## config.mk

```make
export PLATFORM = sky130hd
export DESIGN_NAME = cor_peak
export DESIGN_NICKNAME = d
export VERILOG_FILES = /design/src/rtl/cor_peak.sv
export SDC_FILE = /design/constraint.sdc
export NUM_CORES = 1
export LEC_CHECK = 0
export BUFFER_PORTS_ARGS = -buffer_cell sky130_fd_sc_hd__buf_2
export CAP_MARGIN = 20
export CORE_UTILIZATION = 56
export CTS_BUF_LIST = sky130_fd_sc_hd__clkbuf_8 sky130_fd_sc_hd__clkbuf_16
export CTS_CLUSTER_SIZE = 10
export DETAILED_ROUTE_END_ITERATION = 12
export PLACE_DENSITY = 0.71
export SYNTH_ARGS = -nofsm -noshare
export SYNTH_HDL_FRONTEND = slang
export SYNTH_SLANG_ARGS = --single-unit
```

## constraint.sdc

```tcl
create_clock -name clk -period 3.3 [get_ports clk]
set_input_delay 0.66 -clock clk [delete_from_list [all_inputs] [get_ports clk]]
set_output_delay 0.66 -clock clk [all_outputs]
set_load 0.01 [all_outputs]
```

## src/rtl/cor_peak.sv

```systemverilog
// Correlation peak search: after a rising edge on full, sweeps every lag of the template
// across the capture buffer, accumulates the dot product, and keeps the earliest maximum.
module cor_peak #(
  parameter int unsigned buf_size     = 500,
  parameter int unsigned buf_size_MSB = 8,
  parameter int unsigned tmpl_len     = 64,
  parameter int unsigned tmpl_MSB     = 5,
  parameter int unsigned data_w       = 12,
  localparam int unsigned num_lags    = buf_size - tmpl_len + 1,
  localparam int unsigned acc_w       = 2 * data_w + tmpl_MSB + 1
) (
  input  logic                      clk,
  input  logic                      rst_n,
  input  logic                      full,
  output logic [buf_size_MSB:0]     rd_address,
  input  logic signed [data_w-1:0]  rd_data,
  output logic [tmpl_MSB:0]         tmpl_address,
  input  logic signed [data_w-1:0]  tmpl_data,
  output logic                      busy,
  output logic                      done,
  output logic [buf_size_MSB:0]     peak_lag,
  output logic signed [acc_w-1:0]   peak_value
);

  localparam int unsigned LagW = buf_size_MSB + 1;
  localparam int unsigned KW   = tmpl_MSB + 1;
  localparam int unsigned PW   = 2 * data_w;

  typedef enum logic [2:0] {StIdle, StRun, StFlush, StCmp, StDone} state_e;

  state_e                   state_q, state_d;
  logic                     full_dly_q;
  logic [LagW-1:0]          lag_q, lag_d;
  logic [KW-1:0]            k_q, k_d;
  logic                     flush_q, flush_d;
  logic                     v1_q, v1_d, v2_q, v2_d;
  logic signed [PW-1:0]     prod_q, prod_d;
  logic signed [acc_w-1:0]  acc_q, acc_d;
  logic signed [acc_w-1:0]  cand_val_q, cand_val_d;
  logic [LagW-1:0]          cand_lag_q, cand_lag_d;
  logic signed [acc_w-1:0]  peak_value_q, peak_value_d;
  logic [LagW-1:0]          peak_lag_q, peak_lag_d;

  logic signed [PW-1:0]     product;
  logic signed [acc_w-1:0]  prod_ext;
  logic                     take;

  always_comb begin
    state_d      = state_q;
    lag_d        = lag_q;
    k_d          = k_q;
    flush_d      = flush_q;
    cand_val_d   = cand_val_q;
    cand_lag_d   = cand_lag_q;
    peak_value_d = peak_value_q;
    peak_lag_d   = peak_lag_q;

    // v1 marks memory data valid this cycle, v2 marks prod_q valid this cycle.
    product  = rd_data * tmpl_data;
    v1_d     = (state_q == StRun);
    v2_d     = v1_q;
    prod_d   = v1_q ? product : '0;
    prod_ext = {{(acc_w - PW){prod_q[PW-1]}}, prod_q};
    acc_d    = v2_q ? acc_q + prod_ext : acc_q;
    take     = (lag_q == '0) || (acc_q > cand_val_q);

    unique case (state_q)
      StIdle: begin
        // Flush the pipeline so an aborted search cannot leak products into the next one.
        v1_d   = 1'b0;
        v2_d   = 1'b0;
        prod_d = '0;
        acc_d  = '0;
        if (full && !full_dly_q) begin
          state_d = StRun;
          lag_d   = '0;
          k_d     = '0;
        end
      end
      StRun: begin
        if (!full) begin
          state_d = StIdle;
        end else begin
          k_d = k_q + KW'(1);
          if (k_q == KW'(tmpl_len - 1)) begin
            state_d = StFlush;
            flush_d = 1'b0;
          end
        end
      end
      StFlush: begin
        if (!full) begin
          state_d = StIdle;
        end else if (flush_q) begin
          state_d = StCmp;
        end else begin
          flush_d = 1'b1;
        end
      end
      StCmp: begin
        if (!full) begin
          state_d = StIdle;
        end else begin
          if (take) begin
            cand_val_d = acc_q;
            cand_lag_d = lag_q;
          end
          acc_d = '0;
          k_d   = '0;
          if (lag_q == LagW'(num_lags - 1)) begin
            state_d      = StDone;
            peak_lag_d   = take ? lag_q : cand_lag_q;
            peak_value_d = take ? acc_q : cand_val_q;
          end else begin
            lag_d   = lag_q + LagW'(1);
            state_d = StRun;
          end
        end
      end
      StDone:  state_d = StIdle;
      default: state_d = StIdle;
    endcase
  end

  always_ff @(posedge clk or negedge rst_n) begin
    if (!rst_n) begin
      state_q      <= StIdle;
      full_dly_q   <= 1'b0;
      lag_q        <= '0;
      k_q          <= '0;
      flush_q      <= 1'b0;
      v1_q         <= 1'b0;
      v2_q         <= 1'b0;
      prod_q       <= '0;
      acc_q        <= '0;
      cand_val_q   <= '0;
      cand_lag_q   <= '0;
      peak_value_q <= '0;
      peak_lag_q   <= '0;
    end else begin
      state_q      <= state_d;
      full_dly_q   <= full;
      lag_q        <= lag_d;
      k_q          <= k_d;
      flush_q      <= flush_d;
      v1_q         <= v1_d;
      v2_q         <= v2_d;
      prod_q       <= prod_d;
      acc_q        <= acc_d;
      cand_val_q   <= cand_val_d;
      cand_lag_q   <= cand_lag_d;
      peak_value_q <= peak_value_d;
      peak_lag_q   <= peak_lag_d;
    end
  end

  always_comb begin
    rd_address   = '0;
    tmpl_address = '0;
    if (state_q == StRun) begin
      rd_address   = lag_q + LagW'(k_q);
      tmpl_address = k_q;
    end
    busy       = (state_q == StRun) || (state_q == StFlush) || (state_q == StCmp);
    done       = (state_q == StDone);
    peak_lag   = peak_lag_q;
    peak_value = peak_value_q;
  end

endmodule

```

---- After elaboration in Yosys (flattened, before gate mapping) ----
Cells that the tools add are included.
storage, ports and cells
  output and inout bits ................... 56
  bits of input ports ..................... 27
  register bits ........................... 154
  word-level logic and storage cells ...... 80
operators by class
  reductions and logical operators ........ 16
  magnitude comparators ................... 1
  multipliers ............................. 1
  eq/ne operators ......................... 14
  multiplexer cells ....................... 31
  add/sub/neg operators ................... 4
operator list
  kind                 number
  $mux 30              3
  $pmux 30 s2          1
  $mux 24              2
  $mux 9               5
  $add 30x24->30       1
  $gt 30x30->1         1
  $mul 12x12->24       1
  $mux 6               4
  $mux 3               7
  $pmux 6 s3           1
  $pmux 9 s2           1
  $pmux 3 s4           1
  $reduce_and 4->1     3
  $ne 2x2->1 const B   5
  $add 9x1->9 const B  1
  $add 9x6->9          1
  $eq 9x9->1 const B   1
  $logic_not 9->1      1
  $add 6x1->6 const B  1
  $eq 3x2->1 const B   2
  $eq 6x6->1 const B   1
  $reduce_and 3->1     2
  $mux 1               5
  $reduce_bool 2->1    2
  other kinds (12)     14

---- Logic depth before layout (Yosys ltp) ----
Gate-level depths: netlist of the first run.
  word-level depth ........................ 4
  mapped depth ............................ 21
  depth with buffers taken out ............ 20

---- Worst setup path before layout of the first run ----
Ideal clock, no wire load.
  kind .................................... input-to-reg
  start ................................... input port rd_data[1]
  end ..................................... register prod_q[22]
  stages .................................. 19
  arrival time ............................ 5.578 ns
  slack ................................... -2.365 ns
  required time ........................... 3.213 ns
  buffers on the path ..................... 1
  setup time .............................. 0.087 ns
  cells stage by stage .................... clkbuf_1 -> nand2_1 -> fa_1 -> fa_1 -> inv_1 -> fa_1 -> fa_1 -> inv_1 -> fa_1 -> inv_1 -> ha_1 -> a21o_1 -> a21o_1 -> a21o_1 -> a311o_1 -> o21a_1 -> o31ai_1 -> nand4_1 -> o211ai_1
between the ends
  cells in the longest elaborated chain, start to end .. 3
RTL lines
  item                  line  text
  from (decl)           16    input logic signed [data_w-1:0] rd_data,
  $mul 12x12->24        59    product = rd_data * tmpl_data;
  $mux 24               62    prod_d = v1_q ? product : '0;
  $mux 24               67    unique case (state_q)
  via prod_d[22]        37    logic signed [PW-1:0] prod_q, prod_d;
  to (signal assigned)  148   prod_q <= prod_d;
  to (decl)             37
The timed path passes the listed nets, and every way through them passes these cells.
A chain may end at the register's enable or synchronous reset.

---- Worst setup path after layout of the first run ----
  start ................................... input port tmpl_data[1]
  end ..................................... register prod_q[22]
between the ends
  cells in the longest elaborated chain, start to end .. 3
RTL lines
  item            line  text
  from (decl)     18    input logic signed [data_w-1:0] tmpl_data,
  $mul 12x12->24  59
  $mux 24         62
  $mux 24         67
  via prod_d[22]  37
The timed path passes the listed nets, and every way through them passes these cells.

==> impl_metrics.tcl, run 1 <==
set metrics [dict create \
    crit_buf_inv 5 \
    arrival_time_worst_endpoint_ps 5430 \
    finalSetupViolations 18 \
    core.rowCount 58 \
    insertion_delay_ps 440 \
    floorplan.die_area_um2 26400 \
    drv_cap 0 \
    routedWlPerCell_um 15.2 \
    antenna_diode_count 0 \
    dieWidth_um 162 \
    cp_cell_sequence "buf_8 -> and2_4 -> fa_1 -> inv_1 -> fa_1 -> fa_1 -> inv_2 -> fa_1 -> inv_2 -> fa_1 -> inv_2 -> ha_4 -> a21o_1 -> a21o_1 -> a21o_1 -> a311o_1 -> o21a_1 -> o31ai_4 -> nand4_1 -> o211ai_1" \
    dp_hpwl_um 24500 \
    vdd_ir_drop_max_mv 0.861 \
    clock_buffer_count_from_cts 17 \
    grt_max_degree 78 \
    post_synth_instance_area_um2 14400 \
    placeableCoreArea_um2 25300 \
    finish.cell_count_without_fillers 2076 \
    ios 83 \
    synthDistinctLibCells 63 \
    timing.max_slew.rel_slack 0.509 \
    synthesis.nets 1855 \
    layout.cells.most_common_list "229 x inv_1, 155 x nand2_1, 152 x dfrtp_1" \
    critPathKind "in -> reg" \
    grt_pass1_wl_um 54000 \
    detailedRoute.firstPassIterationCount 5 \
    sink_count 154 \
    period_minus_slack_ps 5090 \
    area_delta_synth_final_pct 19.7 \
    vias_per_cell 5.42 \
    ys_seq_elements 154 \
    worst_slack_ps -1790 \
    post_synthesis_share_of_cell_area_spent_on_full_adders_half_adders_and_majority_gates 0.298 \
    track_usage 0.253 \
    grt_pass1_vias 11397 \
    floorplan.initialDensity 0.571 \
    dieHeight_um 162 \
    leakage_nw 8.79 \
    post_detailed_placement_cell_area_um2 16000 \
    remaining_drcs 0 \
    synth_sequential_area_ratio 0.267 \
    status "finished, violations left" \
    worst_setup_path_end_kind "flop" \
    layout_cell_share_with_drive_strength_beyond_1 0.213 \
    worstSetupStartpointType "input pin" \
    most_used_dff_post_synth "dfrtp_1" \
    ys_warn_count 0 \
    hold_path.class "in -> async" \
    initial_antenna_violation_count 0 \
    maximum_count_of_clock_buffers_along_a_single_path 2 \
    final_max_slew_viol_count 0 \
    detail_route.wirelength_um 31600 \
    postSynthCellCount 1569 \
    synth_simple_gate_area_frac 0.143 \
    antenna_violating_nets_post_route 0 \
    place_congestion 0.912 \
    hold_viol_final 0 \
    synth.mux.area_fraction 0.0404 \
    synth_top_family_by_area "adder cells" \
    place_ws_ps -2290 \
    skew_ps 12.1 \
    finalNetCount 2019 \
    critical-path-slowest-cell "fa_1" \
    failed_checks "negative setup slack" \
    holdBufCountCts 0 \
    tightest_slew_ps 737 \
    cpMostUsedCell "fa_1" \
    synth-compound-area-share 0.138 \
    cp_data_required_time_ps 3640 \
    overflow 0 \
    powerDensity_nw_per_um2 982 \
    async_reset_ff_frac 1.00 \
    total_of_fill_cells_in_the_finished_design 2016 \
    synth_enable_flop_cells 0 \
    clockRootBuffer "clkbuf_16" \
    maxClockFrequency_mhz 197 \
    drt_iter0_drc 901 \
    path_max_fanout 3 \
    synth_xor_xnor_area_share 0.0316 \
    cp_top_family "adder cells" \
    dpl.cell_count 2023 \
    critical_path.max_stage_delay_ps 540 \
    min_period_over_period 1.54 \
    rsz0062_at_grt "yes" \
    post-route-cell-area_um2 17300 \
    tritoncts "yes" \
    post_cts_clock_slew_at_the_launch_and_capture_registers_of_the_worst_setup_and_hold_paths_ps 70 \
    syn_avg_cell_area_um2 9.19 \
    htree_levels 4 \
    layout.cells.most_common "inv_1" \
    via_count 11250 \
    port_buffers 82 \
]
cells in the mapped netlist (3+ instances only):
library cell	count	share of area
a211o_1	3	0.0018
a211oi_1	8	0.0042
a21o_1	43	0.022
a21oi_1	121	0.042
a22o_1	7	0.0043
a31oi_1	5	0.0022
and2_1	63	0.027
and3_1	8	0.0035
and4_1	5	0.0030
buf_2	7	0.0024
clkbuf_1	55	0.014
dfrtp_1	154	0.27
fa_1	140	0.19
ha_1	119	0.10
inv_1	237	0.062
mux2_2	30	0.023
mux2_4	3	0.0031
mux2i_1	20	0.014
nand2_1	166	0.043
nand2b_1	12	0.0052
nand3_1	24	0.0083
nand3b_1	4	0.0021
nand4_1	11	0.0048
nor2_1	89	0.023
nor2b_1	8	0.0035
nor3_1	20	0.0069
nor3b_1	5	0.0026
nor4_1	4	0.0017
o211ai_1	6	0.0031
o21a_1	15	0.0078
o21ai_0	38	0.013
o21ai_1	3	0.0010
o21bai_1	6	0.0031
o22ai_1	3	0.0013
o31ai_1	37	0.019
or2_2	3	0.0013
or3_1	6	0.0026
xnor2_1	35	0.021
xor2_1	17	0.010
stage by stage:
| stage | power [W] | TNS, ps | hold slack, ps | utilization |
|---|---|---|---|---|
| after global routing | 0.0185 | -25260 | 226 | 0.684 |
| final | 0.0170 | -22640 | 180 | 0.684 |
| after detailed placement | 0.0134 | -32320 | 462 | 0.635 |
| after CTS | 0.0164 | -21670 | 203 | 0.678 |
| after floorplan | 0.0101 | -24370 | 364 | - |
| after global placement | 0.0131 | -31420 | 456 | 0.635 |
repair_timing:
action,in CTS,in global routing
pin swaps,47,15
setup buffers,14,8
resized for setup,92,25
setup endpoints to repair,19,21
hold endpoints to repair,0,0
metal layers:
| metal | vias up | GRT usage | part of all wire |
|---|---|---|---|
| li1 | 5517 | - | - |
| met1 | 5419 | 0.344 | 0.46 |
| met2 | 266 | 0.429 | 0.48 |
| met3 | 48 | 0.0270 | 0.040 |
| met4 | 0 | 0.0742 | 0.018 |
| met5 | - | 0 | 0 |
registers in the layout, summed over array words and instances (netlist names), 6 cells and up:
signal,flops
acc_q,30
cand_lag_q,9
cand_val_q,30
k_q,6
lag_q,9
peak_lag,9
peak_value,30
prod_q,24
power by group:
group	internal, W	total (W)	switching [W]
clock network	0.00107	0.00191	0.000843
logic	0.00618	0.0128	0.00664
registers	0.00206	0.00223	0.000162
kinds of logic (layout without fill, tap and decap cells):
logic type               count (synthesis)  after routing
adder cells (fa/ha/maj)                259            259
flip-flops                             154            154
XOR/XNOR                                52             52
buffers and inverters                  306            483
AND/OR/NAND/NOR                        432            432
multiplexers                            53             53
AO/OA/AOI/OAI                          313            313
final timing paths:
path / slack [ps] / from / to / cells after the start
max in group asynchronous: 2270 / rst_n / acc_q[15] / 2
max: -1790 / tmpl_data[1] / prod_q[22] / 20
max reg2reg: 300 / acc_q[29] / cand_lag_q[4] / 8
min in group clk: 460 / full / full_dly_q / 1
min: 180 / rst_n / peak_value[2] / 1
min reg2reg: 470 / peak_value[19] / peak_value[19] / 2
layout make-up:
type / count / area (µm²) / area share
multi-input combinational: 1109 / 9880 / 0.572
sequential: 154 / 3860 / 0.223
timing repair buffer: 213 / 1630 / 0.0947
inverter: 238 / 898 / 0.0520
clock buffer: 17 / 425 / 0.0246
tap: 330 / 413 / 0.0239
clock inverter: 15 / 158 / 0.00913
Note: power is estimated with default switching activity, not from simulation.
==> run 2: changes to the inputs <==
Settings changed: CORE_UTILIZATION 56 to 63, PLACE_DENSITY 0.71 to 0.79.
==> run 2 against run 1 <==
The run still ends with negative setup slack left. Utilization is 10 points higher. Clock power grew 8%. Routed wire length is 7.7% higher. Clock skew barely moved. Global-route usage increased by 4.7 points. Cell area grew 1.0%. Hold slack gained 9.9 ps. Flip-flop and latch count did not move. First-iteration DRC count shrank 20%.
==> impl_metrics.tcl, run 2 (synthesized netlist as in run 1, its figures left out) <==
set metrics [dict create \
    status "finished, violations left" \
    failed_checks "negative setup slack" \
    place_ws_ps -2320 \
    detailedRoute.firstPassIterationCount 7 \
    r2r-start "acc_q[29]" \
    maxClockFrequency_mhz 199 \
    rsz0062_at_grt "yes" \
    multi_input_comb_area_um2 10000 \
    worstSetupStartpointType "input pin" \
    sink_count 154 \
    core.rowCount 54 \
    layout_cell_share_with_drive_strength_beyond_1 0.230 \
    timing.max_slew.rel_slack 0.527 \
    clock_buffer_count_from_cts 17 \
    worst_setup_path_end_kind "flop" \
    period_minus_slack_ps 5030 \
    tritoncts "yes" \
    placeableCoreArea_um2 22200 \
    place_congestion 0.940 \
    maximum_count_of_clock_buffers_along_a_single_path 2 \
    overflow 0 \
    track_usage 0.300 \
    final_max_slew_viol_count 0 \
    dp_hpwl_um 24900 \
    port_buffers 82 \
    htree_levels 4 \
    area_delta_synth_final_pct 20.9 \
    via_count 11527 \
    post_cts_clock_slew_at_the_launch_and_capture_registers_of_the_worst_setup_and_hold_paths_ps 70 \
    clockRootBuffer "clkbuf_16" \
    grt_max_degree 78 \
    initial_antenna_violation_count 0 \
    critical_path.max_stage_delay_ps 540 \
    floorplan.initialDensity 0.651 \
    arrival_time_worst_endpoint_ps 5350 \
    antenna_diode_count 0 \
    hold_path.class "in -> async" \
    finalNetCount 2015 \
    drv_cap 0 \
    layout.cells.most_common "inv_1" \
    grt_pass1_wl_um 57000 \
    power.total_w 0.0177 \
    cpMostUsedCell "fa_1" \
    worst_slack_ps -1730 \
    vdd_ir_drop_max_mv 0.819 \
    critical-path-slowest-cell "fa_1" \
    skew_ps 12.4 \
    post-route-util 0.787 \
    cp-startpoint "tmpl_data[1]" \
    remaining_drcs 0 \
    holdBufCountCts 0 \
    ios 83 \
    min_period_over_period 1.53 \
    total_of_fill_cells_in_the_finished_design 1445 \
    powerDensity_nw_per_um2 1010 \
    antenna_violating_nets_post_route 0 \
    routedWlPerCell_um 16.9 \
    drt_iter0_drc 717 \
    cp_data_required_time_ps 3610 \
    critPathKind "in -> reg" \
    vias_per_cell 5.70 \
    detail_route.wirelength_um 34100 \
    insertion_delay_ps 440 \
    dieHeight_um 153 \
    floorplan.die_area_um2 23500 \
    cp_cell_sequence "buf_8 -> and2_4 -> fa_1 -> inv_1 -> fa_1 -> fa_1 -> inv_2 -> fa_1 -> inv_1 -> fa_1 -> inv_2 -> ha_4 -> a21o_1 -> a21o_1 -> a21o_1 -> a311o_1 -> o21a_1 -> buf_4 -> o21ai_1 -> a21oi_2" \
    layout.cells.most_common_list "224 x inv_1, 152 x nand2_1, 151 x dfrtp_1" \
    dieWidth_um 153 \
    leakage_nw 8.83 \
    grt_pass1_vias 11763 \
    path_max_fanout 2 \
    finalSetupViolations 18 \
    hold_viol_final 0 \
    footprint_of_the_flip_flops_and_latches_um2 3860 \
    tightest_slew_ps 709 \
]
## run 2: changes by cell type in the layout (fill, tap and decap cells not counted), moves of 4 or more
cell,change
buf_4,-18
buf_6,+10
fa_1,-5
fa_2,+5
ha_1,-7
ha_4,+4
inv_1,-5
inv_2,+5
nor3_1,-5
nor3_2,+5
## run 2: area by class of cell
| type | instances | area share |
|---|---|---|
| clock inverter | 14 | 0.0105 |
| clock buffer | 18 | 0.0252 |
| tap | 280 | 0.0201 |
| sequential | 154 | 0.221 |
| inverter | 238 | 0.0519 |
| timing repair buffer | 209 | 0.0966 |
| multi-input combinational | 1109 | 0.575 |
## run 2: metal layers
layer / GRT usage / share of wire / vias up
met4: 0.0890 / 0.021 / 0
li1: - / - / 5491
met5: 0 / 0 / -
met1: 0.394 / 0.43 / 5657
met3: 0.0275 / 0.037 / 54
met2: 0.529 / 0.51 / 325
## run 2: where the power goes
| group | internal [W] | switching (W) |
|---|---|---|
| Combinational | 0.00638 | 0.00696 |
| Clock | 0.00123 | 0.000845 |
| Sequential | 0.00206 | 0.000204 |
| Total | 0.00968 | 0.00801 |
## run 2: metrics by stage
step / cells / hold slack (ps) / instance area [µm²] / setup TNS (ps)
2_1_floorplan: 1569 / 364 / 14900 / -24370
3_3_place_gp: 1969 / 455 / 16000 / -31870
3_5_place_dp: 1969 / 462 / 16000 / -33380
4_1_cts: 2014 / 211 / 17200 / -21430
5_1_grt: 2022 / 245 / 17400 / -25020
6_report: 2022 / 190 / 17400 / -22580
## run 2: timing repair
item                       in CTS  in global routing
buffers inserted               13                 10
resized for setup             119                 55
setup endpoints to repair      20                 21
pin swaps                      48                 45
## run 2: final timing paths
| path | end | slack (ps) | cells past startpoint |
|---|---|---|---|
| worst max-delay path | prod_q[20] | -1730 | 20 |
| worst min-delay path | cand_val_q[2] | 190 | 1 |
| worst max register to register | cand_val_q[12] | 210 | 7 |
| worst min register to register | peak_value[23] | 470 | 2 |
| max in group asynchronous | prod_q[19] | 2240 | 2 |
| min in group clk | full_dly_q | 450 | 1 |
## run 2: critical path, delay by kind of cell
| family | cells | cell delay (ps) |
|---|---|---|
| buf+inv | 6 | 430 |
| compound gates | 7 | 1340 |
| simple gates | 1 | 150 |
| fa+ha+maj | 6 | 2770 |
==> run 3: changes to the inputs <==
Settings changed: ABC_AREA from default to 1, CORE_UTILIZATION 63 to 64, PLACE_DENSITY 0.79 to 0.8.
==> run 3 against run 2 <==
The run still ends with negative setup slack left. Clock power barely moved. Final cell count rose by 27%. Global-route usage rose by 7.9 points. Cell area rose by 7.7%. Routed wire length rose by 40%. Critical path depth rose by 2. Clock skew rose by 1.2 ps. Count of clock-buffer cells in the layout fell by 1. Maximum frequency rose by 5.8%. Die area rose by 4.6%. Synthesized area rose by 6.4%. Critical path type unchanged. Largest power group unchanged.
==> impl_metrics.tcl, run 3 <==
set metrics [dict create \
    initial_antenna_violation_count 0 \
    rsz0062_at_grt "yes" \
    insertion_delay_ps 440 \
    floorplan.die_area_um2 24600 \
    overflow 0 \
    finalNetCount 2523 \
    post_synth_main_area_contributors "dfrtp_1 25%, fa_1 18%, nand2_1 13%" \
    cpMostUsedCell "fa_1" \
    hold_path.class "in -> async" \
    finalSetupViolations 18 \
    placeableCoreArea_um2 23500 \
    antenna_violating_nets_post_route 0 \
    area_delta_synth_final_pct 22.5 \
    leakage_nw 10.3 \
    most_used_dff_post_synth "dfrtp_1" \
    intPower_w 0.0108 \
    clock_buffer_count_from_cts 17 \
    synthDistinctLibCells 46 \
    setup_tns_ps -21310 \
    grt_pass1_wl_um 71700 \
    synth.most_common_cell "nand2_1" \
    drt_iter0_drc 1223 \
    cp_data_required_time_ps 3650 \
    post_synth_instance_area_um2 15300 \
    core.rowCount 56 \
    tightest_slew_ps 1000 \
    ys_warn_count 0 \
    synth_largest_type_area_fraction 0.251 \
    cp_cell_sequence "buf_6 -> clkinvlp_4 -> buf_12 -> nor2_4 -> fa_1 -> fa_2 -> fa_1 -> fa_1 -> inv_1 -> fa_1 -> inv_2 -> ha_4 -> buf_4 -> nand2_2 -> nor2_2 -> buf_4 -> nand2_1 -> nand2_1 -> nand2_1 -> nand3_1 -> o21ai_1 -> a21oi_1" \
    port_buffers 82 \
    tritoncts "yes" \
    routedWlPerCell_um 18.6 \
    netlist_top_cells_count "536 x nand2_1, 439 x inv_1, 160 x nand3_1" \
    min_period_over_period 1.44 \
    layout.cells.most_common_list "491 x nand2_1, 402 x inv_1, 155 x nand3_1" \
    pwr-share-comb 0.782 \
    worst_setup_path_end_kind "flop" \
    crit_buf_inv 7 \
    skew_ps 13.6 \
    hold_viol_final 0 \
    powerDensity_nw_per_um2 1190 \
    dieHeight_um 157 \
    place_congestion 0.959 \
    switching_share_of_total_power 0.517 \
    critical-path-slowest-cell "fa_2" \
    dieWidth_um 157 \
    vdd_ir_drop_max_mv 0.801 \
    maxClockFrequency_mhz 210 \
    period_minus_slack_ps 4760 \
    drv_cap 0 \
    remaining_drcs 0 \
    track_usage 0.379 \
    layout.cells.most_common "nand2_1" \
    path_max_fanout 9 \
    grt_max_degree 81 \
    syn_avg_cell_area_um2 7.45 \
    floorplan.initialDensity 0.654 \
    postSynthCellCount 2058 \
    seqPwrFrac 0.124 \
    htree_levels 4 \
    place_ws_ps -1980 \
    antenna_diode_count 0 \
    cp_top_family "adder cells" \
    sink_count 154 \
    synth_sequential_area_ratio 0.251 \
    clkPwrFrac 0.094 \
    arrival_time_worst_endpoint_ps 5110 \
    post_cts_clock_slew_at_the_launch_and_capture_registers_of_the_worst_setup_and_hold_paths_ps 70 \
    ys_seq_elements 154 \
    critical_path.max_stage_delay_ps 600 \
    timing.max_slew.rel_slack 0.332 \
    post-synth-top-area-cell "dfrtp_1" \
    grt_pass1_vias 14637 \
    detail_route.wirelength_um 47900 \
    final_max_slew_viol_count 0 \
    detailedRoute.firstPassIterationCount 5 \
    status "finished, violations left" \
    vias_per_cell 5.73 \
    via_count 14720 \
    worstSetupStartpointType "input pin" \
    async_reset_ff_frac 1.00 \
    clockRootBuffer "clkbuf_16" \
    layout_cell_share_with_drive_strength_beyond_1 0.214 \
    ios 83 \
    failed_checks "negative setup slack" \
    dp_hpwl_um 33800 \
    maximum_count_of_clock_buffers_along_a_single_path 2 \
    critPathKind "in -> reg" \
    synthesis.nets 2344 \
    synth_enable_flop_cells 0 \
    switchingPower_w 0.0115 \
    worst_slack_ps -1460 \
]
-- run 3: cell count changes in the layout (fill, tap and decap cells not counted), moves of 28 or more --
cell and change:
o21ai_0 +36, inv_1 +178, o31ai_1 -33, a21o_1 -40, mux2_2 -30, nand2_1 +339, and2_1 -54, nand3_1 +131
inv_2 +28
-- run 3: routing by layer --
metal / vias to the layer above / share of wire / GRT usage
li1: 6718 / - / -
met1: 7082 / 0.38 / 0.437
met2: 661 / 0.50 / 0.679
met3: 259 / 0.052 / 0.0465
met4: 0 / 0.070 / 0.213
met5: - / 0 / 0
-- run 3: kinds of logic after synthesis --
family	Yosys count	synth area share
flops	154	0.251
compound gates	237	0.0832
xor+xnor	19	0.0108
buf+inv	510	0.129
fa+ha+maj	259	0.280
simple gates	879	0.246
-- run 3: power groups by stage --
stage	clock network, W	registers [W]	logic, W
finish	0.00210	0.00277	0.0174
global route	0.00219	0.00280	0.0190
CTS	0.00209	0.00275	0.0162
detailed placement	0	0.00278	0.0151
global placement	0	0.00276	0.0146
floorplan	0	0.00261	0.0104
-- run 3: path summary, 6_finish.rpt --
kind / from / end / slack, ps / depth (start not counted)
hold / removal: rst_n / peak_value[14] / 250 / 1
hold reg to reg: peak_value[19] / peak_value[19] / 470 / 2
min in group clk: full / full_dly_q / 410 / 1
setup reg to reg: acc_q[17] / peak_value[10] / 220 / 15
setup / recovery: tmpl_data[11] / prod_q[22] / -1460 / 22
max in group asynchronous: rst_n / lag_q[6] / 2240 / 2
-- run 3: metrics by stage --
| step | hold WS [ps] | utilization | instances | total power [W] | instance area [µm²] |
|---|---|---|---|---|---|
| 6_report | 254 | 0.801 | 2569 | 0.0223 | 18800 |
| 4_1_cts | 285 | 0.785 | 2558 | 0.0210 | 18400 |
| 5_1_grt | 309 | 0.801 | 2569 | 0.0240 | 18800 |
| 2_1_floorplan | 364 | - | 2058 | 0.0130 | 16100 |
| 3_5_place_dp | 461 | 0.735 | 2517 | 0.0179 | 17300 |
| 3_3_place_gp | 457 | 0.735 | 2517 | 0.0174 | 17300 |
-- run 3: repair_timing --
action                                  4_1_cts  5_1_grt
buffers inserted                              9       12
gates resized for setup                     128       81
endpoints found under the setup margin       21       22
hold buffers                                  0        0
pin swaps                                    26       36
-- run 3: area by class of cell --
cell class / count / area [µm²]
inverter: 447 / 1680
tap: 319 / 399
clock buffer: 17 / 425
sequential: 154 / 3850
clock inverter: 15 / 206
timing repair buffer: 223 / 1850
multi-input combinational: 1394 / 10400
fill: 1465 / 4680
